<file path="config.mk">
export PLATFORM = sky130hd
export DESIGN_NAME = multicycle_controller
export DESIGN_NICKNAME = d
export VERILOG_FILES = /design/src/rtl/mc_pkg.sv /design/src/rtl/multicycle_controller.sv
export SDC_FILE = /design/constraint.sdc
export NUM_CORES = 1
export LEC_CHECK = 0
export ABC_AREA = 1
export CAP_MARGIN = 5
export CORE_MARGIN = 1.5
export CORE_UTILIZATION = 49
export DETAILED_ROUTE_END_ITERATION = 10
export PLACE_DENSITY_LB_ADDON = 0.25
export SKIP_CTS_REPAIR_TIMING = 1
export SLEW_MARGIN = 10
export SYNTH_ARGS = -nofsm -noshare
export SYNTH_HDL_FRONTEND = slang
export SYNTH_SLANG_ARGS = --single-unit
</file>
<file path="constraint.sdc">
create_clock -name clk -period 2.1 [get_ports clk]
set_input_delay 0.315 -clock clk [delete_from_list [all_inputs] [get_ports clk]]
set_output_delay 0.315 -clock clk [all_outputs]
set_load 0.03 [all_outputs]
</file>
<file path="src/rtl/mc_pkg.sv">
// -----------------------------------------------------------------------------
// mc_pkg
// Shared constants for the multicycle MIPS controller: 4-bit state codes,
// primary opcodes, and the mux/ALU select codes the controller drives.
// Also defines the control-word struct and a helper that identifies states
// which complete (retire) an instruction.
// -----------------------------------------------------------------------------
package mc_pkg;

    // FSM state encodings (legacy-compatible numeric values)
    localparam logic [3:0] S_FETCH  = 4'd0;
    localparam logic [3:0] S_DECODE = 4'd1;
    localparam logic [3:0] S_MEMADR = 4'd2;
    localparam logic [3:0] S_MEMRD  = 4'd3;
    localparam logic [3:0] S_MEMWB  = 4'd4;
    localparam logic [3:0] S_MEMWR  = 4'd5;
    localparam logic [3:0] S_EXEC   = 4'd6;
    localparam logic [3:0] S_ALUWB  = 4'd7;
    localparam logic [3:0] S_BRANCH = 4'd8;
    localparam logic [3:0] S_ADDIEX = 4'd9;
    localparam logic [3:0] S_ADDIWB = 4'd10;
    localparam logic [3:0] S_JUMP   = 4'd11;
    localparam logic [3:0] S_JAL    = 4'd12;
    localparam logic [3:0] S_TRAP   = 4'd13;

    // Primary opcodes (IR[31:26])
    localparam logic [5:0] OP_RTYPE = 6'b000000;
    localparam logic [5:0] OP_LW    = 6'b100011;
    localparam logic [5:0] OP_SW    = 6'b101011;
    localparam logic [5:0] OP_BEQ   = 6'b000100;
    localparam logic [5:0] OP_ADDI  = 6'b001000;
    localparam logic [5:0] OP_J     = 6'b000010;
    localparam logic [5:0] OP_JAL   = 6'b000011;

    // ALU operation select
    localparam logic [1:0] ALUOP_ADD   = 2'b00;
    localparam logic [1:0] ALUOP_SUB   = 2'b01;
    localparam logic [1:0] ALUOP_FUNCT = 2'b10;

    // ALU B operand select
    localparam logic [1:0] ALUB_B     = 2'b00;
    localparam logic [1:0] ALUB_FOUR  = 2'b01;
    localparam logic [1:0] ALUB_IMM   = 2'b10;
    localparam logic [1:0] ALUB_IMMSH = 2'b11;

    // PC source select
    localparam logic [1:0] PCSRC_ALU    = 2'b00;
    localparam logic [1:0] PCSRC_ALUOUT = 2'b01;
    localparam logic [1:0] PCSRC_JUMP   = 2'b10;

    // Register write-data select
    localparam logic [1:0] MTR_ALUOUT = 2'b00;
    localparam logic [1:0] MTR_MDR    = 2'b01;
    localparam logic [1:0] MTR_PC     = 2'b10;

    // Register write-address select
    localparam logic [1:0] RDST_RT  = 2'b00;
    localparam logic [1:0] RDST_RD  = 2'b01;
    localparam logic [1:0] RDST_R31 = 2'b10;

    // Full set of datapath controls driven in one state
    typedef struct packed {
        logic       pcwrite;
        logic       pcwritecond;
        logic       iord;
        logic       memread;
        logic       memwrite;
        logic       irwrite;
        logic [1:0] memtoreg;
        logic [1:0] regdst;
        logic       regwrite;
        logic       alusrca;
        logic [1:0] alusrcb;
        logic [1:0] aluop;
        logic [1:0] pcsource;
        logic       illegal;
    } ctrl_t;

    localparam ctrl_t CTRL_IDLE = '{default: '0};

    // True for the last state of every legal instruction; leaving one of
    // these for FETCH retires an instruction.
    function automatic logic is_retire_state(input logic [3:0] s);
        case (s)
            S_MEMWB, S_MEMWR, S_ALUWB, S_BRANCH,
            S_ADDIWB, S_JUMP, S_JAL: is_retire_state = 1'b1;
            default:                 is_retire_state = 1'b0;
        endcase
    endfunction

endpackage

</file>
<file path="src/rtl/multicycle_controller.sv">
// -----------------------------------------------------------------------------
// multicycle_controller
// Moore FSM sequencing a shared-memory, shared-ALU multicycle MIPS datapath
// (R-type, lw, sw, beq, addi, j, jal). Controls are decoded from the state
// register; irwrite/pcwrite in FETCH additionally follow the memory ready
// handshake. Counts retired instructions and traps on illegal opcodes.
//
// Parameters:
//   CNT_W        width of the retired-instruction counter (wraps)
//   ILLEGAL_TRAP 1: illegal opcode parks in TRAP until reset
//                0: illegal opcode returns to FETCH as an uncounted NOP
//
// Configuration macro:
//   MC_MEM_HANDSHAKE_EN  defined: FETCH/MEMRD/MEMWR wait for mem_ready
//                        undefined: mem_ready ignored, memory states take
//                        exactly one cycle
//
// Ports:
//   clk, rst           clock, asynchronous active-high reset
//   op[5:0]            IR opcode field, valid from DECODE onward
//   mem_ready          memory completes the current access this cycle
//   pcwrite, pcwritecond, iord, memread, memwrite, irwrite,
//   memtoreg[1:0], regdst[1:0], regwrite, alusrca, alusrcb[1:0],
//   aluop[1:0], pcsource[1:0]      datapath controls
//   illegal            high while in TRAP
//   state[3:0]         current state (debug)
//   instr_count        retired-instruction count
// -----------------------------------------------------------------------------
module multicycle_controller
    import mc_pkg::*;
#(
    parameter int unsigned CNT_W        = 16,
    parameter bit          ILLEGAL_TRAP = 1'b1
) (
    input  logic             clk,
    input  logic             rst,
    input  logic [5:0]       op,
    input  logic             mem_ready,
    output logic             pcwrite,
    output logic             pcwritecond,
    output logic             iord,
    output logic             memread,
    output logic             memwrite,
    output logic             irwrite,
    output logic [1:0]       memtoreg,
    output logic [1:0]       regdst,
    output logic             regwrite,
    output logic             alusrca,
    output logic [1:0]       alusrcb,
    output logic [1:0]       aluop,
    output logic [1:0]       pcsource,
    output logic             illegal,
    output logic [3:0]       state,
    output logic [CNT_W-1:0] instr_count
);

    logic [3:0]       state_r;
    logic [3:0]       next_state_s;
    logic [CNT_W-1:0] count_r;
    logic             ready_s;
    ctrl_t            ctrl_s;

`ifdef MC_MEM_HANDSHAKE_EN
    assign ready_s = mem_ready;
`else
    // Without the handshake every access completes in one cycle; the OR keeps
    // the port referenced while forcing the effective ready high.
    assign ready_s = mem_ready | 1'b1;
`endif

    // State register: async reset abandons any in-flight instruction.
    always_ff @(posedge clk or posedge rst) begin
        if (rst) begin
            state_r <= S_FETCH;
        end else begin
            state_r <= next_state_s;
        end
    end

    // Next-state logic.
    always_comb begin
        next_state_s = S_FETCH;
        case (state_r)
            S_FETCH: begin
                if (ready_s) next_state_s = S_DECODE;
                else         next_state_s = S_FETCH;
            end
            S_DECODE: begin
                case (op)
                    OP_LW, OP_SW: next_state_s = S_MEMADR;
                    OP_RTYPE:     next_state_s = S_EXEC;
                    OP_BEQ:       next_state_s = S_BRANCH;
                    OP_ADDI:      next_state_s = S_ADDIEX;
                    OP_J:         next_state_s = S_JUMP;
                    OP_JAL:       next_state_s = S_JAL;
                    default: begin
                        if (ILLEGAL_TRAP) next_state_s = S_TRAP;
                        else              next_state_s = S_FETCH;
                    end
                endcase
            end
            S_MEMADR: begin
                if (op == OP_LW) next_state_s = S_MEMRD;
                else             next_state_s = S_MEMWR;
            end
            S_MEMRD: begin
                if (ready_s) next_state_s = S_MEMWB;
                else         next_state_s = S_MEMRD;
            end
            S_MEMWB:  next_state_s = S_FETCH;
            S_MEMWR: begin
                if (ready_s) next_state_s = S_FETCH;
                else         next_state_s = S_MEMWR;
            end
            S_EXEC:   next_state_s = S_ALUWB;
            S_ALUWB:  next_state_s = S_FETCH;
            S_BRANCH: next_state_s = S_FETCH;
            S_ADDIEX: next_state_s = S_ADDIWB;
            S_ADDIWB: next_state_s = S_FETCH;
            S_JUMP:   next_state_s = S_FETCH;
            S_JAL:    next_state_s = S_FETCH;
            S_TRAP:   next_state_s = S_TRAP;
            default:  next_state_s = S_FETCH;
        endcase
    end

    // Retired-instruction counter: bumps only when a completing state hands
    // back to FETCH, so illegal-as-NOP and unused encodings are not counted.
    always_ff @(posedge clk or posedge rst) begin
        if (rst) begin
            count_r <= '0;
        end else if ((next_state_s == S_FETCH) && is_retire_state(state_r)) begin
            count_r <= count_r + CNT_W'(1);
        end else begin
            count_r <= count_r;
        end
    end

    // Control decode from the current state.
    always_comb begin
        ctrl_s = CTRL_IDLE;
        case (state_r)
            S_FETCH: begin
                ctrl_s.memread = 1'b1;
                ctrl_s.alusrcb = ALUB_FOUR;
                // IR and PC load only once the fetch data is actually present.
                ctrl_s.irwrite = ready_s;
                ctrl_s.pcwrite = ready_s;
            end
            S_DECODE: begin
                ctrl_s.alusrcb = ALUB_IMMSH;
            end
            S_MEMADR: begin
                ctrl_s.alusrca = 1'b1;
                ctrl_s.alusrcb = ALUB_IMM;
            end
            S_MEMRD: begin
                ctrl_s.memread = 1'b1;
                ctrl_s.iord    = 1'b1;
            end
            S_MEMWB: begin
                ctrl_s.regwrite = 1'b1;
                ctrl_s.regdst   = RDST_RT;
                ctrl_s.memtoreg = MTR_MDR;
            end
            S_MEMWR: begin
                ctrl_s.memwrite = 1'b1;
                ctrl_s.iord     = 1'b1;
            end
            S_EXEC: begin
                ctrl_s.alusrca = 1'b1;
                ctrl_s.aluop   = ALUOP_FUNCT;
            end
            S_ALUWB: begin
                ctrl_s.regwrite = 1'b1;
                ctrl_s.regdst   = RDST_RD;
            end
            S_BRANCH: begin
                ctrl_s.alusrca     = 1'b1;
                ctrl_s.aluop       = ALUOP_SUB;
                ctrl_s.pcwritecond = 1'b1;
                ctrl_s.pcsource    = PCSRC_ALUOUT;
            end
            S_ADDIEX: begin
                ctrl_s.alusrca = 1'b1;
                ctrl_s.alusrcb = ALUB_IMM;
            end
            S_ADDIWB: begin
                ctrl_s.regwrite = 1'b1;
                ctrl_s.regdst   = RDST_RT;
            end
            S_JUMP: begin
                ctrl_s.pcwrite  = 1'b1;
                ctrl_s.pcsource = PCSRC_JUMP;
            end
            S_JAL: begin
                // PC already holds PC+4 from FETCH, so it is the link value.
                ctrl_s.pcwrite  = 1'b1;
                ctrl_s.pcsource = PCSRC_JUMP;
                ctrl_s.regwrite = 1'b1;
                ctrl_s.regdst   = RDST_R31;
                ctrl_s.memtoreg = MTR_PC;
            end
            S_TRAP: begin
                ctrl_s.illegal = 1'b1;
            end
            default: begin
                ctrl_s = CTRL_IDLE;
            end
        endcase
    end

    assign pcwrite     = ctrl_s.pcwrite;
    assign pcwritecond = ctrl_s.pcwritecond;
    assign iord        = ctrl_s.iord;
    assign memread     = ctrl_s.memread;
    assign memwrite    = ctrl_s.memwrite;
    assign irwrite     = ctrl_s.irwrite;
    assign memtoreg    = ctrl_s.memtoreg;
    assign regdst      = ctrl_s.regdst;
    assign regwrite    = ctrl_s.regwrite;
    assign alusrca     = ctrl_s.alusrca;
    assign alusrcb     = ctrl_s.alusrcb;
    assign aluop       = ctrl_s.aluop;
    assign pcsource    = ctrl_s.pcsource;
    assign illegal     = ctrl_s.illegal;
    assign state       = state_r;
    assign instr_count = count_r;

endmodule
</file>
# Yosys cells after proc, flatten, opt, wreduce, memory -nomap -nowiden
# Index checks and enable logic that the tools add are counted.
[word_totals] regBits=20 latchBits=0 mem_bits_rw=0 mem_bits_ro=0 in_bits=9 output_inout_bits=39 wordCells=52 memories=0
[op_classes] add_sub_neg=1 multipliers=0 n_div=0 order_cmp=0 eq_ne=19 shift=0 n_mux=17 bitwise=0 reduce_logical=13
[op_table] operator="case mux 4 bit (7 select lines)" n=1
[op_table] operator="equality test 4 bit (second input constant)" n=6
[op_table] operator="case mux 4 bit (6 select lines)" n=1
[op_table] operator="adder 16 x 1 -> 16 bit (second input constant)" n=1
[op_table] operator="equality test 4 x 3 -> 1 bit (second input constant)" n=4
[op_table] operator="equality test 6 x 2 -> 1 bit (second input constant)" n=2
[op_table] operator="equality test 6 bit (second input constant)" n=2
[op_table] operator="case mux 2 bit (2 select lines)" n=3
[op_table] operator="OR reduction 2 bit" n=6
[op_table] operator="two-way mux 1 bit" n=9
[op_table] operator="case mux 3 bit (3 select lines)" n=1
[op_table] operator="equality test 4 x 2 -> 1 bit (second input constant)" n=2
[op_table] operator="zero test 4 bit" n=2
[op_table] operator="OR reduction 7 bit" n=1
[op_table] operator="equality test 6 x 3 -> 1 bit (second input constant)" n=1
[op_table] operator="equality test 6 x 4 -> 1 bit (second input constant)" n=1
[op_table] operator="zero test 6 bit" n=1
[op_table] operator="case mux 2 bit (3 select lines)" n=1
[op_table] operator="equality test 4 x 1 -> 1 bit (second input constant)" n=1
[op_table] operator="OR reduction 4 bit" n=1
[op_table] operator="two-way mux 3 bit" n=1
[op_table] operator="OR reduction 3 bit" n=1
[op_table] operator="logical AND 1 bit" n=1

# Depth between registers and ports, before layout
[depth] word_depth=6 depth_mapped=9 ltp_nobuf=9

# Worst setup path before layout
# OpenSTA, ideal clock, no wires.
[synth_timing] path_kind="flip-flop to output port" startpoint="register state_r[3] (netlist: state[3])" endpoint="output port alusrca" arrival_time_ns=1.677 required_time_ns=1.785 path_slack_ns=0.108 path_stages_with_launch=7 n_path_buf=0 cell_sequence="dfrtp_1 > inv_1 > nor2_1 > inv_1 > nor2_1 > nor2_1 > nand2_1"
[synth_via] elab_chain_len=3 elab_cells_between_ends=6 classes_between="eq/ne: 4; mux: 1; reduce/logical: 1"
[synth_rtl] element="start: declaration" line_no="multicycle_controller.sv:57" source="logic [3:0] state_r;"
[synth_rtl] element="start signal: assignment" line_no="multicycle_controller.sv:76" source="state_r <= next_state_s;"
[synth_rtl] element="equality test 4 bit, or another cell as far along" line_no="multicycle_controller.sv:142" source="case (state_r)"
[synth_rtl] element="OR reduction 4 bit (no source line) *"
[synth_rtl] element="two-way mux 1 bit *" line_no="multicycle_controller.sv:142"
[synth_rtl] element="end: declaration" line_no="multicycle_controller.sv:48" source="output logic alusrca,"
# Every way passes the cells marked *; elsewhere a longest branch is shown, timed or not.

# Worst setup path after layout
[layout_timing] startpoint="register state_r[1] (netlist: state[1])" endpoint="output port pcsource[0]"
[layout_via] elab_chain_len=3 elab_cells_between_ends=5 classes_between="eq/ne: 3; mux: 1; reduce/logical: 1"
[layout_rtl] element="equality test 4 bit" line_no="multicycle_controller.sv:142"
[layout_rtl] element="OR reduction 2 bit (no source line)"
[layout_rtl] element="case mux 2 bit (2 select lines) *" line_no="multicycle_controller.sv:142"
[layout_rtl] element="end: declaration" line_no="multicycle_controller.sv:51" source="output logic [1:0] pcsource,"
# Marks and branches as above.

==> summary.md <==
| Metric | Value |
|---|---|
| Clock Skew | `0.00515 ns` |
| Failing checks | `design-rule violations` |
| Vias per cell | `approximately 4.8` |
| Number of I/O port buffers | `46` |
| Clock Latency Late Sink | `between 0.3 and 0.4 ns` |
| Mapped Nets | `between 200 and 250` |
| Initial DRC Count | `68` |
| Slowest CP cell | `dfrtp_1` |
| Slew headroom | `0.772` |
| Post-synthesis sequential area ratio | `0.341` |
| Via count | `1454` |
| Mapped Cells | `~220` |
| Register clock-pin slew on the reported worst setup and hold paths | `approximately 0.12 ns` |
| Most common cell after layout, fill and taps aside | `nand2_1` |
| Dpl hpwl | `between 2000 and 3000 um` |
| HP Class | `in2async` |
| Netlist cell types | `28` |
| Starting Density | `0.523` |
| Pin count of the biggest net entering global routing | `21` |
| Pwr/cell area | `1220 nW/um^2` |
| Slew Viols, Final | `0` |
| Ant. Diodes | `0` |
| Crit share post-route | `0.928` |
| TritonCTS clock tree | `done` |
| H-Tree Depth | `1` |
| Syn Area/Cell | `6.55 sq um` |
| Final Cell Area | `approximately 2000 sq um` |
| Leak | `1.19 nW` |
| Outcome | `finished, violations left` |
| Row cnt | `19` |
| DIE AREA | `3330 sq um` |
| Share of layout cells above drive strength 1 | `0.0952` |
| Critical Path Start Type | `register` |
| Final worst slack | `0.151 ns` |
| Fin Setup TNS | `0 ns` |
| Yosys warnings | `0` |
| Hold Vio Cnt, Final | `0` |
| Root Buffer | `clkbuf_4` |
| Most used cell along the critical path | `nor2_1` |
| Worst EP required | `approximately 1.8 ns` |
| Setup violations, final | `0` |
| Max-cap check violation count | `0` |
| Clock Sinks | `20` |
| RR Endpoint | `instr_count[2]$_DFFE_PP0P_` |
| GRT Resource Usage Total | `0.206` |
| Total placed instance area | `between 1500 and 2000 sq um` |
| DRC viols | `4` |
| First-pass GRT wire length | `between 5000 and 6000 um` |
| R2R depth | `6` |
| Fmax | `a little over 500 MHz` |
| CTS Buf Count | `3` |
| Worst-margin pin slew | `0.341 ns` |
| First-pass DRT Iterations | `7` |
| CP endpoint kind | `output port` |
| Crit path time final | `1.95 ns` |
| Post-Layout Cell Count | `between 300 and 400` |
| Maximum vdd drop | `approximately 610 uV` |
| Die W | `57.7 um` |
| Most frequent cells in the layout | `nand2_1, inv_1, nor2_1` |
| R2r setup slk | `0.49 ns` |
| Vias in the first global route | `roughly 1.2k` |
| Seq cells post-synth | `20` |
| I/O Pins | `48` |
| Overall routed net length | `approximately 3200 um` |
| RSZ-0062 raised after global routing | `no` |
| DIE HEIGHT | `between 50 and 60 um` |
| Maximum clock path buffer count | `2` |
| Synth-to-Final Area Change | `36.1%` |
| Gpl congestion | `between 0.8 and 0.9` |
| CP Class | `reg2out` |
| Final ANT Viol Nets | `0` |
| Pre-CTS WS | `between 0.02 and 0.03 ns` |
| Grt total ovfl | `0` |
| Post-DR wirelength/cell | `approximately 11 um` |
| Max incr delay on CP | `~0.47 ns` |
| Post-layout util | `0.711` |
| Total core area | `roughly 2800 sq um` |
| Cells along the critical path | `nor2_1 -> inv_1 -> nor2_1 -> dlymetal6s2s_1` |
| Antenna violations before repair | `0` |
| Crit path max fanout | `7` |
| Placed cell count | `300` |
| Nets@finish | `about 280` |
| Reg-to-Reg Start | `state[1]$_DFF_PP0_` |
| Netlist Area Pre-Place | `1470 sq um` |
| Worst Path Arrival | `approximately 1.6 ns` |
==> synth_stat cells <==
cell,count,share of area
nor2_1,36,0.092
xor2_1,5,0.030
nand2_2,3,0.013
nor2_2,4,0.017
o21ai_1,3,0.010
o22ai_1,1,0.0043
o21ai_0,6,0.020
nand2_1,76,0.19
o21a_1,1,0.0051
xnor2_2,1,0.011
xor2_2,1,0.011
o221ai_1,1,0.0060
ha_1,1,0.0085
a21oi_1,1,0.0034
o211ai_1,1,0.0051
dfrtp_1,20,0.34
nand3_2,1,0.0068
xnor2_1,3,0.018
buf_12,1,0.014
nand2_4,1,0.0077
inv_1,38,0.097
nand4_1,1,0.0043
buf_4,2,0.010
nor2_4,1,0.0077
nor3_1,1,0.0034
nand3b_1,1,0.0051
nand3_4,1,0.012
nand3_1,12,0.041
==> cells by family after synthesis <==
| family | Yosys count | share of synthesized area |
|---|---|---|
| simple gates | 138 | 0.404 |
| buf+inv | 41 | 0.121 |
| flops | 20 | 0.341 |
| compound gates | 14 | 0.0546 |
| xor+xnor | 10 | 0.0700 |
| fa+ha+maj | 1 | 0.00853 |
==> sequential cells by signal, indices dropped and copies added (netlist names) <==
name,cells
instr_count,16
state,4
==> critical path, delay by kind of cell (launching register included) <==
family	cells	cell delay, ns
buffers and inverters	2	0.44
DFF	1	0.47
and+or+nand+nor	2	0.41
==> per-layer routing <==
layer	wire, um	global-route usage	vias to the layer above
met5	0	0	-
met4	18	0.0498	0
met3	165	0.0469	2
met2	1490	0.304	33
met1	1560	0.308	646
li1	-	-	773
==> through the flow <==
step | hold slack, ns | power, mW
finish | 0.327 | 2.44
global route | 0.332 | 2.61
CTS | 0.324 | 2.51
detailed placement | 0.516 | 2.28
global placement | 0.511 | 2.26
floorplan | 0.279 | 1.73
==> where the power goes <==
group / internal (mW) / switching (mW) / total, mW
logic: 0.556 / 1.05 / 1.61
registers: 0.472 / 0.132 / 0.604
clock network: 0.106 / 0.122 / 0.228
total: 1.13 / 1.31 / 2.44
==> area by class of cell <==
cell class              instances  area, sq um
clock buffers                   4         36.3
fillers                       262          810
inverters                      38          143
multi-input cells             163          791
flip-flops and latches         20          502
well taps                      31         38.8
repair buffers                 48          485
==> worst max-delay path by stage <==
stage | to | start | slack, ns
5_1_grt | alusrca | state[2]$_DFF_PP0_ | 0.008
2_1_floorplan | alusrca | state[3]$_DFF_PP0_ | 0.11
3_3_place_gp | alusrcb[1] | state[2]$_DFF_PP0_ | 0.06
6_report | pcsource[0] | state[1]$_DFF_PP0_ | 0.15
3_5_place_dp | alusrcb[1] | state[3]$_DFF_PP0_ | 0.03
4_1_cts | alusrcb[1] | state[2]$_DFF_PP0_ | -0.34
Power figures use the tool's default switching activity.
==> patch, RTL diff (same flow settings) <==
Reset style: synchronous (`rst`), changed in 2 clocked blocks. Comments in the files are not updated.
--- a/src/rtl/multicycle_controller.sv
+++ b/src/rtl/multicycle_controller.sv
@@ -71,3 +71,3 @@
     // State register: async reset abandons any in-flight instruction.
-    always_ff @(posedge clk or posedge rst) begin
+    always_ff @(posedge clk) begin
         if (rst) begin
@@ -128,3 +128,3 @@
     // back to FETCH, so illegal-as-NOP and unused encodings are not counted.
-    always_ff @(posedge clk or posedge rst) begin
+    always_ff @(posedge clk) begin
         if (rst) begin
Check against the original RTL: differs if rst is asserted again (counterexample within 4 cycles, from zero or initial values and one cycle with rst high); with rst held inactive, the same outputs for 10 cycles.
==> patch against the unedited design <==
Wire length grew 11%; design area grew 8.0%; via count grew 15%; sequential power shrank 17%; count of clock-buffer cells in the layout is the same; synthesized area grew 6.1%; synthesized cell count grew 6.7%; sequential share of layout area shrank 6.5 points; total power shrank 26%; combinational power shrank 32%; highest routed layer unchanged; worst setup slack gained 20 ps; sequential cell count is the same.
==> patch: results (changes against the unedited design) <==
- Outcome: finished, final reports clean
- Dpl hpwl: 2660 µm (+5.5%)
- WL met3: 188 µm (+14%)
- Crit-path max cell delay: 490 ps (+20 ps)
- Fraction of the yosys area taken by sequential cells: 0.257 (-0.0841)
- Buffers, non-clock: 53 (+10%)
- R2R setup slack: 380 ps (-110 ps)
- FF-to-FF path depth: 8 (+2)
- Worst slew pin tran: 333 ps (-8.08 ps)
- Finished Layout Cells: 333 (+9.5%)
- All-Layer GR Usage: 0.206 (+0.000224)
- Share of cells above drive strength 1: 0.180 (+0.0847)
- Maximum vdd drop: 465 µV (-24%)
- CP endpoint: alusrca
- Top FF cell, synth: dfxtp_1
- Distinct cells, synth: 33 (+18%)
- Pre-CTS setup slack: 106 ps (+76.7 ps)
- Number of global-route vias before repair: 1,338 (+9.8%)
- Placed inst area: 2070 µm² (+6.4%)
- Fill cell count: 277 (+5.7%)
- Via count: 1,672 (+15%)
- Nets: 300 (+5.6%)
- Violation count after the first detailed-routing iteration: 39 (-43%)
- DRT Pass-1 Iters: 4 (-3)
- Met1 Wirelength: 1800 µm (+15%)
- Inverters: 30 (-21%)
- Data buffer area share: 0.260 (+0.0168)
- Crit. Startpoint: state[1]$_SDFF_PP0_
- Post-Synth Adder-Cell Area: 0.00804 (-0.000494)
- Seq pwr: 0.500 mW (-17%)
- Synth Area per Inst: 6.51 µm² (-0.52%)
- Clk_skew: 12.7 ps (+7.53 ps)
- Sw Pwr: 0.876 mW (-33%)
- Largest net degree at the start of global routing: 19 (-9.5%)
- Post-synth top cells: nand2_1, nor2_1, nand3_1, inv_1, dfxtp_1
- Clock Power: 0.223 mW (-2%)
- Largest cells by area after synthesis: dfxtp_1, nand2_1, nor2_1
- Hold Path Class: flip-flop to flip-flop
- Wirelength per Cell: 10.8 µm (+1.5%)
- Leakage power: 1.10 nW (-7.8%)
- Gp weighted congestion: 0.899 (+5.8%)
- Comb_multi_in: 182 (+12%)
- Reg2reg end: instr_count[0]$_SDFFE_PP0P_
- Sequential share of cell area: 0.186 (-0.0651)
- FF-to-FF Start: state[1]$_SDFF_PP0_
- Clock-cell share of area: 0.0168 (-0.00135)
- Final Util: 0.712 (about the same)
- Compound-Gate Fraction of Synth Area: 0.128 (+0.0732)
- Async S/R FF share, synth: 0 (-1.00)
- First-pass GRT wire length: 5710 µm (+6.7%)
==> patch: cell count changes after synthesis, moves of 3 or more <==
cell | unedited run | this run
nand2_1 | 76 | 45
dfrtp_1 | 20 | 0
dfxtp_1 | 0 | 20
inv_1 | 38 | 21
nand3_1 | 12 | 25
a21oi_2 | 0 | 10
nand2_2 | 3 | 12
a21oi_1 | 1 | 9
inv_2 | 0 | 6
nor2_1 | 36 | 40
xnor2_1 | 3 | 7
nand3_2 | 1 | 4
nor2_2 | 4 | 1
==> patch: worst register-to-register path: stages, from the launching register on <==
cell      delay [ps]
dfxtp_1          490
nand2_1          160
o21ai_1          180
inv_2             50
buf_4            190
nand2_4          250
clkinv_1         140
nor2_1           110
nor2_1            50
==> patch: metal layers <==
metal / GRT usage / vias to the layer above
met5: 0 / -
met4: 0.0552 / 0
met3: 0.0393 / 7
met2: 0.314 / 44
met1: 0.296 / 755
li1: - / 866
